`src/rtl/sm4_pkg.sv`:
```
// Shared SM4 sequencer definitions: FSM states, FK constant, round count and
// the arithmetic CK byte generator.
package sm4_pkg;

  localparam int unsigned SM4_ROUNDS = 32;
  localparam logic [127:0] SM4_FK = 128'hA3B1BAC6_56AA3350_677D9197_B27022DC;

  typedef enum logic [2:0] {
    ST_IDLE,
    ST_LOAD,
    ST_PREKEY,
    ST_ROUND,
    ST_FINAL
  } state_e;

  // Byte j of CK_i is (4i+j)*7 mod 256; {i, j} is exactly 4i+j in 8 bits.
  function automatic logic [7:0] ck_byte(input logic [5:0] i, input logic [1:0] j);
    logic [7:0] idx;
    idx = {i, j};
    return 8'(idx * 8'd7);
  endfunction

endpackage

```
`src/rtl/sm4_ck_gen.sv`:
```
// Combinational CK digit generator: selects the forward or inverse CK word for
// the current round and slices out the digit for the current beat, MSB first.
module sm4_ck_gen
  import sm4_pkg::*;
#(
  parameter int unsigned DW      = 1,
  parameter int unsigned NROUNDS = SM4_ROUNDS,
  parameter int unsigned BW      = 7
) (
  input  logic [5:0]    round_idx_i,
  input  logic [BW-1:0] beat_i,
  input  logic          key_dir_i,
  input  logic          en_i,
  output logic [DW-1:0] ck_digit_o
);

  logic [5:0]  ck_i;
  logic [31:0] ck_word;
  logic [31:0] ck_sh;
  logic [4:0]  shamt;

  always_comb begin
    ck_i       = key_dir_i ? (6'(NROUNDS - 1) - round_idx_i) : round_idx_i;
    ck_word    = {ck_byte(ck_i, 2'd0), ck_byte(ck_i, 2'd1),
                  ck_byte(ck_i, 2'd2), ck_byte(ck_i, 2'd3)};
    shamt      = 5'(DW * beat_i);
    ck_sh      = ck_word << shamt;
    ck_digit_o = en_i ? ck_sh[31 -: DW] : '0;
  end

endmodule

```
`src/rtl/sm4_serial_ctrl.sv`:
```
// Digit-serial SM4 control sequencer: LOAD, optional forward key pre-expansion,
// NROUNDS round iterations and FINAL unload, with FK/CK digits generated in place.
module sm4_serial_ctrl
  import sm4_pkg::*;
#(
  parameter int unsigned DW      = 1,
  parameter int unsigned NROUNDS = SM4_ROUNDS
) (
  input  logic          clk,
  input  logic          rst,
  input  logic          start,
  input  logic          mode,
  input  logic          abort,
  output logic          busy,
  output logic          done,
  output logic          load_en,
  output logic          key_en,
  output logic          key_dir,
  output logic          data_en,
  output logic          out_en,
  output logic [DW-1:0] fk_digit,
  output logic [DW-1:0] ck_digit,
  output logic          word_first,
  output logic          word_last,
  output logic          sbox_ld,
  output logic [5:0]    round_idx
);

  localparam int unsigned WB = 32 / DW;
  localparam int unsigned BB = 128 / DW;
  localparam int unsigned BW = $clog2(BB);

  state_e        state_q, state_d;
  logic [BW-1:0] beat_q, beat_d;
  logic [5:0]    round_q, round_d;
  logic          mode_q, mode_d;
  logic          done_q, done_d;

  logic          in_sched;
  logic          word_wrap;
  logic          blk_wrap;
  logic          round_wrap;
  logic [127:0]  fk_sh;

  always_ff @(posedge clk) begin
    if (rst) begin
      state_q <= ST_IDLE;
      beat_q  <= '0;
      round_q <= '0;
      mode_q  <= 1'b0;
      done_q  <= 1'b0;
    end else begin
      state_q <= state_d;
      beat_q  <= beat_d;
      round_q <= round_d;
      mode_q  <= mode_d;
      done_q  <= done_d;
    end
  end

  assign in_sched   = (state_q == ST_PREKEY) || (state_q == ST_ROUND);
  assign word_wrap  = (beat_q == BW'(WB - 1));
  assign blk_wrap   = (beat_q == BW'(BB - 1));
  assign round_wrap = (round_q == 6'(NROUNDS - 1));

  always_comb begin
    state_d = state_q;
    beat_d  = beat_q;
    round_d = round_q;
    mode_d  = mode_q;
    done_d  = 1'b0;
    if (abort) begin
      state_d = ST_IDLE;
      beat_d  = '0;
      round_d = '0;
    end else begin
      case (state_q)
        ST_IDLE: begin
          if (start) begin
            state_d = ST_LOAD;
            mode_d  = mode;
            beat_d  = '0;
            round_d = '0;
          end
        end
        ST_LOAD: begin
          if (blk_wrap) begin
            beat_d  = '0;
            state_d = mode_q ? ST_PREKEY : ST_ROUND;
          end else begin
            beat_d = beat_q + BW'(1);
          end
        end
        ST_PREKEY, ST_ROUND: begin
          if (word_wrap) begin
            beat_d = '0;
            if (round_wrap) begin
              round_d = '0;
              state_d = (state_q == ST_PREKEY) ? ST_ROUND : ST_FINAL;
            end else begin
              round_d = round_q + 6'(1);
            end
          end else begin
            beat_d = beat_q + BW'(1);
          end
        end
        ST_FINAL: begin
          if (blk_wrap) begin
            beat_d  = '0;
            state_d = ST_IDLE;
            done_d  = 1'b1;
          end else begin
            beat_d = beat_q + BW'(1);
          end
        end
        default: state_d = ST_IDLE;
      endcase
    end
  end

  // Enables and digits decode the registered state and beat directly.
  assign busy       = (state_q != ST_IDLE);
  assign done       = done_q;
  assign load_en    = (state_q == ST_LOAD);
  assign key_en     = in_sched;
  assign key_dir    = (state_q == ST_ROUND) && mode_q;
  assign data_en    = (state_q == ST_ROUND);
  assign out_en     = (state_q == ST_FINAL);
  assign word_first = in_sched && (beat_q == '0);
  assign word_last  = in_sched && word_wrap;
  assign sbox_ld    = in_sched && (3'(DW * beat_q) == 3'(8 - DW));
  assign round_idx  = round_q;

  assign fk_sh    = SM4_FK << 7'(DW * beat_q);
  assign fk_digit = load_en ? fk_sh[127 -: DW] : '0;

  sm4_ck_gen #(
    .DW      (DW),
    .NROUNDS (NROUNDS),
    .BW      (BW)
  ) u_ck_gen (
    .round_idx_i (round_q),
    .beat_i      (beat_q),
    .key_dir_i   (key_dir),
    .en_i        (in_sched),
    .ck_digit_o  (ck_digit)
  );

endmodule
```
`config.mk`:
```
export PLATFORM = sky130hd
export DESIGN_NAME = sm4_serial_ctrl
export DESIGN_NICKNAME = d
export VERILOG_FILES = /design/src/rtl/sm4_pkg.sv /design/src/rtl/sm4_ck_gen.sv /design/src/rtl/sm4_serial_ctrl.sv
export SDC_FILE = /design/constraint.sdc
export NUM_CORES = 1
export LEC_CHECK = 0
export CORE_MARGIN = 2
export CORE_UTILIZATION = 65
export DETAILED_ROUTE_END_ITERATION = 8
export DONT_BUFFER_PORTS = 1
export GPL_ROUTABILITY_DRIVEN = 0
export PLACE_DENSITY = 0.81
export SLEW_MARGIN = 0
export SYNTH_ARGS = -nofsm -noshare
export SYNTH_HDL_FRONTEND = slang
export SYNTH_SLANG_ARGS = --single-unit
```
`constraint.sdc`:
```
create_clock -name clk -period 4.5 [get_ports clk]
set_input_delay 0.9 -clock clk [delete_from_list [all_inputs] [get_ports clk]]
set_output_delay 0.9 -clock clk [all_outputs]
set_load 0.05 [all_outputs]
```
# == Word-level counts from Yosys, hierarchy flattened ==
# Cells that the tools add are included.
# totals
ff_bits,18
out_inout_bits,18
# classes
addsub,3
multipliers,4
eq_ne,13
shift,2
n_mux,20
n_bitwise,2
reduce_logical,18
# ops
cell,count
"left shift 128 x 7 -> 128 bit, first input constant",1
left shift 32 x 5 -> 32 bit,1
2-to-1 mux 6 bit,4
2-to-1 mux 7 bit,3
case mux 7 bit (3 select lines),1
2-to-1 mux 3 bit,6
"multiplier 8 x 3 -> 8 bit, second input constant",2
case mux 3 bit (4 select lines),1
case mux 6 bit (2 select lines),1
"adder 7 x 1 -> 7 bit, second input constant",1
"== test 7 x 5 -> 1 bit, second input constant",1
"== test 7 bit, second input constant",1
logical NOT 7 bit,1
"multiplier 7 x 3 -> 7 bit, second input constant",1
"adder 6 x 1 -> 6 bit, second input constant",1
"== test 3 x 2 -> 1 bit, second input constant",2
"== test 3 bit, second input constant",2
"== test 6 x 5 -> 1 bit, second input constant",1
"multiplier 6 x 3 -> 6 bit, second input constant",1
"inequality test 2 bit, second input constant",3
AND reduction 3 bit,2
nonzero test 3 bit,2
OR reduction 2 bit,3
"subtractor 5 x 6 -> 6 bit, first input constant",1
11 further kinds,19

# == Logic depth before layout (Yosys ltp) ==
# logic_depth
word_depth,6
depth_mapped,18

# == By module ==
# Synthesis repeated with hierarchy kept, for this count alone.
# unflattened
hier_cells,296
hier_area_um2,2193.4
# modules_own_cells
module,instances,cells_each,area_each_um2,seq_area_each_um2
sm4_serial_ctrl,1,183,1360.1,360.3
sm4_ck_gen,1,113,833.3,0.0

# == Worst setup path after synthesis ==
# No wires, ideal clock.
# synth_path
path_kind,register to output
startpoint,reg state_q[2]
endpoint,out ck_digit
arrival_time_ns,4.004
required_time_ns,3.600
slack_ns,-0.404
path_stages_with_launch,19
n_path_buf,4
path_cell_list,dfxtp_1 > buf_6 > nor2b_4 > buf_6 > nand3_4 > inv_6 > buf_12 > xor2_1 > ha_1 > a211o_1 > ha_1 > clkbuf_1 > inv_1 > o21ai_0 > a31oi_1 > xor2_1 > nor4_1 > o41a_1 > nor4_2
# synth_via
elab_cells_between_ends,11
cone_classes,mul (4); eq/ne (2); shift (1); mux (2); reduce/logical (2)
# synth_lines
item,line_no,rtl
"start, declared",sm4_serial_ctrl.sv:33,"state_e state_q, state_d;"
"start signal, assigned",sm4_serial_ctrl.sv:53,state_q <= state_d;
== test 3 x 2 -> 1 bit,sm4_serial_ctrl.sv:61,assign in_sched = (state_q == ST_PREKEY) || (state_q == ST_ROUND);
logical OR 1 bit *,sm4_serial_ctrl.sv:61,
net key_en,sm4_serial_ctrl.sv:17,"output logic key_en,"
2-to-1 mux 1 bit *,sm4_ck_gen.sv:28,ck_digit_o = en_i ? ck_sh[31 -: DW] : '0;
"end, declared",sm4_serial_ctrl.sv:22,"output logic [DW-1:0] ck_digit,"
# Mark *: on every way through the listed nets, which the timed path passes. The rest lies on a longest branch.

# == Worst setup path after layout ==
# layout_path
startpoint,reg state_q[1]
endpoint,out ck_digit
# layout_via
elab_chain_len,6
elab_cells_between_ends,11
cone_classes,mul (4); eq/ne (2); shift (1); mux (2); reduce/logical (2)
# layout_rtl
item,line_no,rtl
== test 3 x 2 -> 1 bit,"sm4_serial_ctrl.sv:61, sm4_serial_ctrl.sv:126",
logical AND 1 bit,sm4_serial_ctrl.sv:126,assign key_dir = (state_q == ST_ROUND) && mode_q;
2-to-1 mux 6 bit,sm4_ck_gen.sv:23,ck_i = key_dir_i ? (6'(NROUNDS - 1) - round_idx_i) : round_idx_i;
"multiplier 8 x 3 -> 8 bit, or another cell as far along",sm4_pkg.sv:20,return 8'(idx * 8'd7);
left shift 32 x 5 -> 32 bit,sm4_ck_gen.sv:27,ck_sh = ck_word << shamt;
2-to-1 mux 1 bit *,sm4_ck_gen.sv:28,
# Every way passes the cells marked *; elsewhere a longest branch is shown, timed or not.

==> results.py <==
metrics = {
    "outcome": {
        "outcome": "finished, final reports clean",
    },
    "worst_hold_path": {
        "hold_path.class": "reg2reg",
    },
    "floorplan": {
        "initial_core_util": 0.678,
        "die-height_um": 63.0,
        "dieArea_um2": 3970,
        "die_w_um": 63.0,
        "row_count": 21,
        "design.core.area_um2": 3340,
        "io_pins": 23,
    },
    "worst_setup_path": {
        "timing.rr.end": "round_idx[4]",
        "cp_slowest_cell": "or4_1",
        "worstPathArrival_ns": 3.43,
        "cp_num_cells": 15,
        "endpoint": "ck_digit",
        "required_ns": 3.60,
        "crit_top_cell": "ha_4",
        "path_cells": "nor2b_4, nand3_4, inv_8, xor2_4, ha_4, or2_2, ha_4, buf_4, nand3_1, or4_1, a21oi_1, a2111oi_2, a311oi_2, nor4_4, buf_12",
        "crit_fanout": 8,
        "critPathBufInv": 3,
        "crit_type": "reg2out",
        "end_kind": "primary output",
        "rrSetupSlack_ns": 1.92,
        "cp_top_family": "simple AND/OR/NAND/NOR gates",
        "rr_startpoint": "beat_q[2]",
        "crit_path_start_kind": "register",
        "r2r_cells": 5,
        "max_stage_delay_ns": 0.41,
        "cp-startpoint": "state_q[1]",
    },
    "drt": {
        "vias": 2275,
        "finalWirelength_um": 5590,
        "postRouteAntennaNets": 0,
        "drcViolationCount": 0,
        "drt_iter0_markers": 178,
        "vias_per_cell": 6.32,
        "firstDrtPassIters": 8,
        "wl_per_cell_um": 15.5,
    },
    "clock_network": {
        "htreeDepth": 1,
        "cts_root_buf": "clkbuf_4",
        "clock_latency_ns": 0.30,
        "clock-sinks": 18,
        "cts_tree": "yes",
        "clockBufferDepth": 2,
        "path_clk_slew_ns": 0.11,
        "cts_buffers": 3,
        "hold_buffers": 0,
    },
    "synthesis": {
        "synth_top_area_share": 0.159,
        "synth_cell_type_count": 63,
        "synthFlopType": "dfxtp_1",
        "postSynthCellCount": 310,
        "ys_seq_elements": 18,
        "synth_nets": 333,
        "synthArstFlopShare": 0,
        "ys_warn_count": 0,
        "synth_edf_count": 0,
        "synthTopCellsByCount": "nor2_1, nand2_1, a21oi_1",
        "synth.avg_cell_area_um2": 7.29,
        "netlist_area_um2": 2260,
        "synth.most_common_cell": "nor2_1",
        "synth_area_leaders": "dfxtp_1, ha_1, nor2_1",
        "yosysSeqAreaShare": 0.159,
        "yosys.area.top_type": "dfxtp_1",
    },
    "grt": {
        "met3_usage": 0.0396,
        "busiest_layer": "met2",
        "use_met1": 0.387,
        "grt_pass1_wl_um": 9250,
        "grt_util_met2": 0.465,
        "grt_use_total": 0.282,
        "grt_max_degree": 27,
        "grt_pass1_vias": 2011,
        "antenna_found_initial": 0,
        "overflow": 0,
    },
    "timing": {
        "hold_violations": 0,
        "maxSlewViolCount": 0,
        "fmax_ghz": 0.231,
        "finalCritPeriodShare": 0.963,
        "finalCriticalPeriod_ns": 4.33,
        "finalSetupViolations": 0,
        "skew_ns": 0.00168,
        "worstMarginPinSlew_ns": 0.854,
        "max-slew-margin-rel": 0.428,
    },
    "layout": {
        "post-route-util": 0.751,
        "stdcell_count": 360,
        "layout.nets": 338,
        "drive_gt1_frac": 0.172,
        "nFillCells": 273,
        "insertedDiodeCount": 0,
        "syn_to_final_growth_pct": 10.8,
    },
    "place": {
        "io_buffers": 0,
        "place_inst": 354,
        "place_hpwl_um": 4060,
    },
    "pwr": {
        "total_power_uw": 325,
        "leakage_uw": 0.000955,
        "peakVddDrop_v": 0.000152,
        "p_per_area_nw_per_um2": 130,
    },
    "flow_run": {
        "max-cap-violations": 0,
    },
}
[final cells by class]
cell class | instances | area [µm²] | area share
Sequential cell | 18 | 363 | 0.145
Tap cell | 46 | 57.6 | 0.0230
Multi-Input combinational cell | 254 | 1810 | 0.721
Clock buffer | 4 | 36.3 | 0.0145
Timing Repair Buffer | 21 | 170 | 0.0679
Inverter | 17 | 71.3 | 0.0285
[power by group]
group / switching [µW] / internal (µW)
registers: 1.89 / 161
logic: 40.6 / 19.9
clock network: 52.5 / 49.3
total: 94.9 / 230
[sequential cells by signal, summed over array words and instances, names as in the netlist]
name,cells
round_idx,6
mode_q,1
state_q,3
done,1
beat_q,7
[tightest hold or removal path, delay by kind of cell (launching register included)]
| kind | cells | cell delay (ns) |
|---|---|---|
| flip-flops | 1 | 0.37 |
| multiplexers | 1 | 0.14 |
| AND/OR/NAND/NOR | 1 | 0.05 |
[cells in the final DEF (no fill, tap or decap), types with 4 or more instances in the layout]
cell type  Yosys  routed
buf_4          2      20
dfxtp_1       18      16
nor2b_1        5       5
a21oi_1       22      21
o21ai_0       21      20
ha_4           0       4
nand2b_1       4       4
or2_2          5       5
xor2_1        10      10
xnor2_1        7       7
ha_1          17      12
and3_1         5       5
nand2_1       29      29
mux2i_1        9       9
nor2_1        39      39
inv_1         13      13
nand3_1        8       8
nor3_1         6       6
a31oi_1        7       7
[worst min path at each step]
stage | from | end | slack [ns] | cells past startpoint
CTS | mode_q | mode_q | 0.59 | 2
global placement | mode_q | mode_q | 0.56 | 2
floorplan | mode_q | mode_q | 0.53 | 2
finish | mode_q | mode_q | 0.59 | 2
detailed placement | mode_q | mode_q | 0.58 | 2
global route | mode_q | mode_q | 0.61 | 2
[per-layer routing]
metal,vias to the layer above,share of wire
met4,0,0.013
met1,1053,0.44
li1,1106,-
met5,-,0
met3,12,0.068
met2,104,0.48
[cell families (layout without fill, tap and decap cells)]
family,Yosys count,count (layout),synth area share
buffers and inverters,38,42,0.0847
muxes,11,11,0.0598
DFF,18,18,0.159
adders and majority gates,18,18,0.103
and+or+nand+nor,125,125,0.282
xor gates and xnor gates,18,18,0.0780
AOI/OAI and AO/OA,82,82,0.234
[stage by stage]
| stage | setup WS [ns] | area [µm²] | hold slack [ns] | setup TNS (ns) |
|---|---|---|---|---|
| after CTS | 0.0508 | 2440 | 0.594 | 0 |
| after floorplan | 0.00526 | 2280 | 0.528 | 0 |
| after detailed placement | 0.169 | 2370 | 0.576 | 0 |
| after global placement | 0.296 | 2370 | 0.560 | 0 |
| final | 0.168 | 2500 | 0.590 | 0 |
| after global routing | -0.0196 | 2500 | 0.611 | -0.0196 |
[what timing repair did]
item | 4_1_cts | 5_1_grt
pin swaps | 1 | 1
setup endpoints to repair | 1 | 1
setup buffers | 2 | 0
gates resized for setup | 6 | 11
No activity file was read; power rests on OpenSTA's default activity.
